<file path="config.mk">
export PLATFORM = sky130hd
export DESIGN_NAME = group_serial_subtractor_flat
export DESIGN_NICKNAME = d
export VERILOG_FILES = /design/src/rtl/group_serial_subtractor_if.sv /design/src/rtl/group_serial_subtractor.sv /design/src/flat_wrapper.sv
export SDC_FILE = /design/constraint.sdc
export NUM_CORES = 1
export LEC_CHECK = 0
export BUFFER_PORTS_ARGS = -buffer_cell sky130_fd_sc_hd__buf_2
export CORE_MARGIN = 2
export CORE_UTILIZATION = 54
export DETAILED_ROUTE_END_ITERATION = 10
export PLACE_DENSITY = 0.85
export SETUP_SLACK_MARGIN = 0.15
export SLEW_MARGIN = 20
export SYNTH_ARGS = -nofsm -noshare
export SYNTH_HDL_FRONTEND = slang
export SYNTH_SLANG_ARGS = --single-unit
export TNS_END_PERCENT = 50
</file>
<file path="constraint.sdc">
create_clock -name clk -period 8.5 [get_ports clk]
set_input_delay 1.275 -clock clk [delete_from_list [all_inputs] [get_ports clk]]
set_output_delay 1.275 -clock clk [all_outputs]
set_load 0.005 [all_outputs]
</file>
<file path="src/rtl/group_serial_subtractor_if.sv">
// Valid/ready operand and result channels of the group-serial subtractor.
interface group_serial_subtractor_if #(
    parameter int unsigned WIDTH = 32
);
    logic             in_valid;
    logic             in_ready;
    logic [WIDTH-1:0] a;
    logic [WIDTH-1:0] b;
    logic             bin;
    logic             out_valid;
    logic             out_ready;
    logic [WIDTH-1:0] d;
    logic             bout;
    logic             ovf;

    modport master (
        output in_valid, a, b, bin, out_ready,
        input  in_ready, out_valid, d, bout, ovf
    );

    modport slave (
        input  in_valid, a, b, bin, out_ready,
        output in_ready, out_valid, d, bout, ovf
    );
endinterface

</file>
<file path="src/rtl/group_serial_subtractor.sv">
// D = A - B - bin computed one GROUP-bit slice per clock, borrow chained
// through a register; operands and result move over valid/ready handshakes.
module group_serial_subtractor #(
    parameter int unsigned WIDTH = 32,
    parameter int unsigned GROUP = 4
) (
    input logic                   clk,
    input logic                   rst,
    group_serial_subtractor_if.slave bus
);
    localparam int unsigned NSLICE = WIDTH / GROUP;
    localparam int unsigned CW     = (NSLICE > 1) ? $clog2(NSLICE) : 1;

    typedef enum logic [1:0] {
        IDLE = 2'd0,
        RUN  = 2'd1,
        DONE = 2'd2
    } state_t;

    state_t           state;
    logic [CW-1:0]    cnt;
    logic             borrow;
    logic [WIDTH-1:0] a_r;
    logic [WIDTH-1:0] b_r;
    logic [WIDTH-1:0] d_r;
    logic             bout_r;
    logic             ovf_r;
    logic             in_ready_r;
    logic             out_valid_r;

    logic [GROUP-1:0] a_sl;
    logic [GROUP-1:0] b_sl;
    logic [GROUP-1:0] diff;
    logic             br;
    logic             last;

    // Current slice difference with borrow-in and borrow-out.
    always_comb begin
        a_sl        = a_r[int'(cnt)*GROUP +: GROUP];
        b_sl        = b_r[int'(cnt)*GROUP +: GROUP];
        {br, diff}  = {1'b0, a_sl} - {1'b0, b_sl} - (GROUP+1)'(borrow);
        last        = (cnt == CW'(NSLICE - 1));
    end

    always_ff @(posedge clk or posedge rst) begin
        if (rst) begin
            state       <= IDLE;
            cnt         <= '0;
            borrow      <= 1'b0;
            a_r         <= '0;
            b_r         <= '0;
            d_r         <= '0;
            bout_r      <= 1'b0;
            ovf_r       <= 1'b0;
            in_ready_r  <= 1'b0;
            out_valid_r <= 1'b0;
        end else begin
            case (state)
                IDLE: begin
                    in_ready_r <= 1'b1;
                    if (bus.in_valid && in_ready_r) begin
                        a_r        <= bus.a;
                        b_r        <= bus.b;
                        borrow     <= bus.bin;
                        cnt        <= '0;
                        in_ready_r <= 1'b0;
                        state      <= RUN;
                    end
                end
                RUN: begin
                    d_r[int'(cnt)*GROUP +: GROUP] <= diff;
                    borrow <= br;
                    if (last) begin
                        // Final slice carries the sign bit, so overflow is settled here.
                        bout_r      <= br;
                        ovf_r       <= (a_r[WIDTH-1] ^ b_r[WIDTH-1]) &
                                       (diff[GROUP-1] ^ a_r[WIDTH-1]);
                        out_valid_r <= 1'b1;
                        state       <= DONE;
                    end else begin
                        cnt <= cnt + CW'(1);
                    end
                end
                DONE: begin
                    if (bus.out_ready) begin
                        out_valid_r <= 1'b0;
                        in_ready_r  <= 1'b1;
                        state       <= IDLE;
                    end
                end
                default: begin
                    state       <= IDLE;
                    in_ready_r  <= 1'b0;
                    out_valid_r <= 1'b0;
                end
            endcase
        end
    end

    assign bus.in_ready  = in_ready_r;
    assign bus.out_valid = out_valid_r;
    assign bus.d         = d_r;
    assign bus.bout      = bout_r;
    assign bus.ovf       = ovf_r;
endmodule

</file>
<file path="src/flat_wrapper.sv">
// flat-port wrapper written by rule: the top's interface ports become plain ports
module group_serial_subtractor_flat 
#(
    parameter int unsigned WIDTH = 32,
    parameter int unsigned GROUP = 4
)
  (clk, rst, bus_in_valid, bus_a, bus_b, bus_bin, bus_out_ready, bus_in_ready, bus_out_valid, bus_d, bus_bout, bus_ovf);
  group_serial_subtractor_if #(.WIDTH(WIDTH)) bus_i ();
  input logic clk;
  input logic rst;
  input wire logic [$bits(bus_i.in_valid)-1:0] bus_in_valid;
  input wire logic [$bits(bus_i.a)-1:0] bus_a;
  input wire logic [$bits(bus_i.b)-1:0] bus_b;
  input wire logic [$bits(bus_i.bin)-1:0] bus_bin;
  input wire logic [$bits(bus_i.out_ready)-1:0] bus_out_ready;
  output wire logic [$bits(bus_i.in_ready)-1:0] bus_in_ready;
  output wire logic [$bits(bus_i.out_valid)-1:0] bus_out_valid;
  output wire logic [$bits(bus_i.d)-1:0] bus_d;
  output wire logic [$bits(bus_i.bout)-1:0] bus_bout;
  output wire logic [$bits(bus_i.ovf)-1:0] bus_ovf;
  assign bus_i.in_valid = bus_in_valid;
  assign bus_i.a = bus_a;
  assign bus_i.b = bus_b;
  assign bus_i.bin = bus_bin;
  assign bus_i.out_ready = bus_out_ready;
  assign bus_in_ready = bus_i.in_ready;
  assign bus_out_valid = bus_i.out_valid;
  assign bus_d = bus_i.d;
  assign bus_bout = bus_i.bout;
  assign bus_ovf = bus_i.ovf;
  group_serial_subtractor #(.WIDTH(WIDTH), .GROUP(GROUP)) u_core (.clk(clk), .rst(rst), .bus(bus_i));
endmodule
</file>
Word-level counts from Yosys, hierarchy flattened. Cells that the tools add are included. W data, S select, Z words.

Bits in registers: 106. Input bits: 69. Output and inout bits: 36.

Reduce and logical (&&, ||, !) cells: 10. Eq/ne operators: 7. Multiplexer cells: 16. Add/sub/neg operators: 4. Bitwise logic cells: 5. Shifts and indexed selects: 4.

Operator list (count): $shiftx A32 B6 Y4 (2); $neg A5 Y34 (1); $shift A4 B34 Y32 const A (1); $shiftx A4 B34 Y32 (1); $bwmux W32 (1); $reduce_and A3 Y1 (3); $reduce_and A2 Y1 (4); $mux W2 (3); $mux W3 (2); $pmux W1 S3 (2); $pmux W2 S3 (1); $pmux W3 S2 (1); $mux W1 (5); $sub A4 B4 Y5 (1); $sub A5 B1 Y5 (1); $ne A2 B1 Y1 const B (2); $ne A2 B2 Y1 const B (2); $add A3 B1 Y3 const B (1); $eq A3 B3 Y1 const B (1); $eq A2 B1 Y1 const B (1); $eq A2 B2 Y1 const B (1); $logic_not A2 Y1 (1); $not A1 Y1 (2); $pmux W1 S2 (1); other kinds (4) (5).

Longest topological paths before layout.
Depth in word-level cells: 5. Depth in mapped cells: 13. Depth with buffers taken out: 11.

Least setup slack after synthesis. Ideal clock, no wire load.

Path type: reg-to-reg. Start point: register u_core.cnt[1]. End point: register u_core.d_r[11], in the netlist u_core.bus.d[11]. Buffers on the path: 2. Stages on the path, launching flop included: 12. Path slack: 5.613 ns. Arrival: 2.752 ns. Period minus slack after synthesis: 2.887 ns. Cells stage by stage: dfrtp_1 > buf_2 > clkbuf_1 > mux4_2 > nand2_1 > nand2_1 > fa_1 > ha_1 > nand2b_1 > a41oi_2 > xor2_2 > o31ai_1.

Cells in the longest elaborated chain, start to end: 5. Elaborated cells on any way between the ends: 8.

Ends and longest elaborated chain: start: declaration (line group_serial_subtractor.sv:21) `logic [CW-1:0] cnt;`; start signal: assignment (line group_serial_subtractor.sv:81) `cnt <= cnt + CW'(1);`; $shiftx A32 B6 Y4 (on tied branches) (line group_serial_subtractor.sv:39, group_serial_subtractor.sv:40); $sub A4 B4 Y5 (line group_serial_subtractor.sv:41) `{br, diff} = {1'b0, a_sl} - {1'b0, b_sl} - (GROUP+1)'(borrow);`; $sub A5 B1 Y5 (line group_serial_subtractor.sv:41); $shiftx A4 B34 Y32 (line group_serial_subtractor.sv:71) `d_r[int'(cnt)*GROUP +: GROUP] <= diff;`; $bwmux W32 (*) (line group_serial_subtractor.sv:71); end signal: indexed assignment (line group_serial_subtractor.sv:71); end: declaration (line group_serial_subtractor.sv:25) `logic [WIDTH-1:0] d_r;`.

Every way passes the cells marked *; elsewhere a longest branch is shown, timed or not. A chain may end at the register's enable or synchronous reset.

Worst setup path after layout.
Start point: register u_core.cnt[0]. End point: register u_core.d_r[11], in the netlist u_core.bus.d[11].

Same word-level chain as after synthesis.

==> reports/results.ini <==
[detailed_routing]
route.detailed.drc = 0
drt_wl_total_um = 10070
route.vias.total = 3305
final_antenna_net_count = 0
avgViaCountPerCell = 5.650
dr.pass1.iters = 4
drtIter0Drc = 131
avgRoutedWirePerCell_um = 17.22

[floorplanning]
die_h_um = 99.14
core_mm2 = 0.008763
start_util = 0.5577
fp.dieW_um = 99.14
die-area_mm2 = 0.009828
rows = 34
io_pins = 105

[run_status]
outcome = complete, no violations

[sta]
tns_ps = 0
holdWs_ps = 481.7
period_share = 0.4190
hold_viol_final = 0
fmax_mhz = 280.8
worst_slew_pin_slew_ps = 981.8
maxSlewViolCount = 0
slew_headroom = 0.3455
finalCriticalPeriod_ps = 3562
setup_violations = 0
rsz0062_at_grt = false
clock_skew_ps = 11.11

[critical_path]
cp-end-kind = register
path_delay_family = flip-flops
cp_data_required_time_ps = 8750
path_max_fanout = 20
cp_num_buf_inv = 1
crit_path_frequent_cell = nand2_1
max_stage_delay_ps = 710
worst_ep_arrival_time_ps = 3810
worstPathCellList = buf_4, mux4_2, nand2_1, nand2_1, fa_1, ha_1, nand2b_1, a41oi_2, xor2_2, o31ai_1
worstSetupPathType = register to register
critPathLaunchType = register
cp_slowest_cell = dfrtp_1

[min_path]
hp-class = register to register

[clock_network]
cts_buffer_depth = 2
cts_tree = built
clock_sinks = 106
worst_skew_pair.late_latency_ps = 370
cts_resized = 0
htreeDepth = 3
postCtsSetupBuffers = 0
cts.clk_slew.worst_paths_ps = 100
cts_buffers = 9
cts_root_buf = clkbuf_8
cts_hold_buffers = 0

[yosys]
synth_warnings = 0
ys_async_sr_fraction = 1.000
ys_top_cells_by_area = dfrtp_1 (54%), mux2_2 (17%), mux4_2 (6.5%)
syn_area_mm2 = 0.004887
synth_edf_count = 0
ys_seq_area_frac = 0.5428
synth.top_cell.area_share = 0.5428
avgSynthCellArea_um2 = 13.28
ys.flop_type = dfrtp_1
netlist_instances = 368
yosysUniqueCellTypes = 39
synth.most_common_cell = dfrtp_1
synth-seq-cells = 106
syn_nets = 450
synth_top_cells_by_count = dfrtp_1 (106), mux2_2 (75), nand2_1 (41)
synth_area_leader_cell = dfrtp_1

[final_layout]
drive_above_1_share = 0.4591
fillCellCount = 675
syn2layout_area_growth_pct = 16.85
post-route-util = 0.6516
finalNetCount = 554
diodes = 0

[grt]
grt_pass1_wl_um = 16640
grtUsageTotal = 0.2173
grt_overflow_total = 0
grt_max_degree = 70
grt_pass1_vias = 3475
antenna_found_initial = 0

[power]
leakagePower_nw = 2.692
power_density_mw_per_mm2 = 435.1
finalPower_mw = 2.485
vdd_drop_max_mv = 0.2125

[placed_design]
portBuffers = 104
gp_congestion = 0.7963
place_hpwl_um = 7350

[run]
drv_cap = 0

final timing paths:
kind	slack [ps]	cells past startpoint	to	startpoint
max	4940	10	u_core.bus.d[11]	u_core.cnt[0]
min	480	2	u_core.bus.d[24]	u_core.bus.d[24]
max reg2reg	4940	10	u_core.bus.d[11]	u_core.cnt[0]
min reg2reg	480	2	u_core.bus.d[24]	u_core.bus.d[24]
max in group asynchronous	6370	3	u_core.a_r[31]	rst
min in group asynchronous	910	2	u_core.bus.in_ready	rst
state kept, by name, summed over array words and instances, names as in the netlist:
register / cells
u_core.a_r: 32
u_core.b_r: 32
u_core.borrow: 1
u_core.bus.bout: 1
u_core.bus.d: 32
u_core.bus.in_ready: 1
u_core.bus.out_valid: 1
u_core.bus.ovf: 1
u_core.cnt: 3
u_core.state: 2
metrics by stage:
stage / cell area [um2] / setup WS (ps) / cells
5_1_grt: 5710 / 4650 / 585
2_1_floorplan: 4887 / 4436 / 368
3_3_place_gp: 5483 / 5074 / 569
3_5_place_dp: 5483 / 4900 / 569
6_report: 5710 / 4938 / 585
4_1_cts: 5710 / 4880 / 585
logic make-up (layout without fill, tap and decap cells):
family	count (synthesis)	count (layout)	share of synthesized area
xor+xnor	3	3	0.006914
flops	106	106	0.5428
buf+inv	24	133	0.02637
simple gates	86	86	0.08270
compound gates	40	40	0.05325
mux	96	96	0.2517
fa+ha+maj	13	13	0.03635
report_power, final:
group | total (mW) | switching (mW) | internal (mW)
Clock | 0.344 | 0.170 | 0.174
Sequential | 0.888 | 0.158 | 0.730
Combinational | 1.25 | 0.676 | 0.577
worst min-delay path, cell delays in order (launching register included):
cell and delay (ps):
dfrtp_1 350, nand2_1 40, o21ai_0 60
layout make-up:
type                            instances  area [um2]  area share
Sequential cell                       106        2653      0.4645
Timing Repair Buffer                  107       543.0     0.09509
Clock inverter                          6       90.09     0.01578
Tap cell                              108       135.1     0.02366
Clock buffer                           10       137.6     0.02410
Inverter                               10       40.04    0.007011
Multi-Input combinational cell        238        2112      0.3699
cells in the final DEF, fill, tap and decap left out, types with 3 or more instances in the layout:
cell type and n:
a211oi_1 3, a21oi_1 5, buf_2 104, buf_4 3
clkbuf_8 10, dfrtp_1 106, ha_1 11, inv_1 8
mux2_2 75, mux2i_1 7, mux4_2 14, nand2_1 41
nand2b_1 5, nand3_1 14, nor2_1 13, o21ai_0 16
o31ai_1 8
per-layer routing:
metal  up-vias  share of wire  global-route usage
met5         -              0                   0
met4         0          0.015             0.08219
met3        19          0.062             0.04638
met2       111           0.50              0.3607
met1      1641           0.42              0.2841
li1       1534              -                   -
Note: power is estimated with default switching activity, not from simulation.
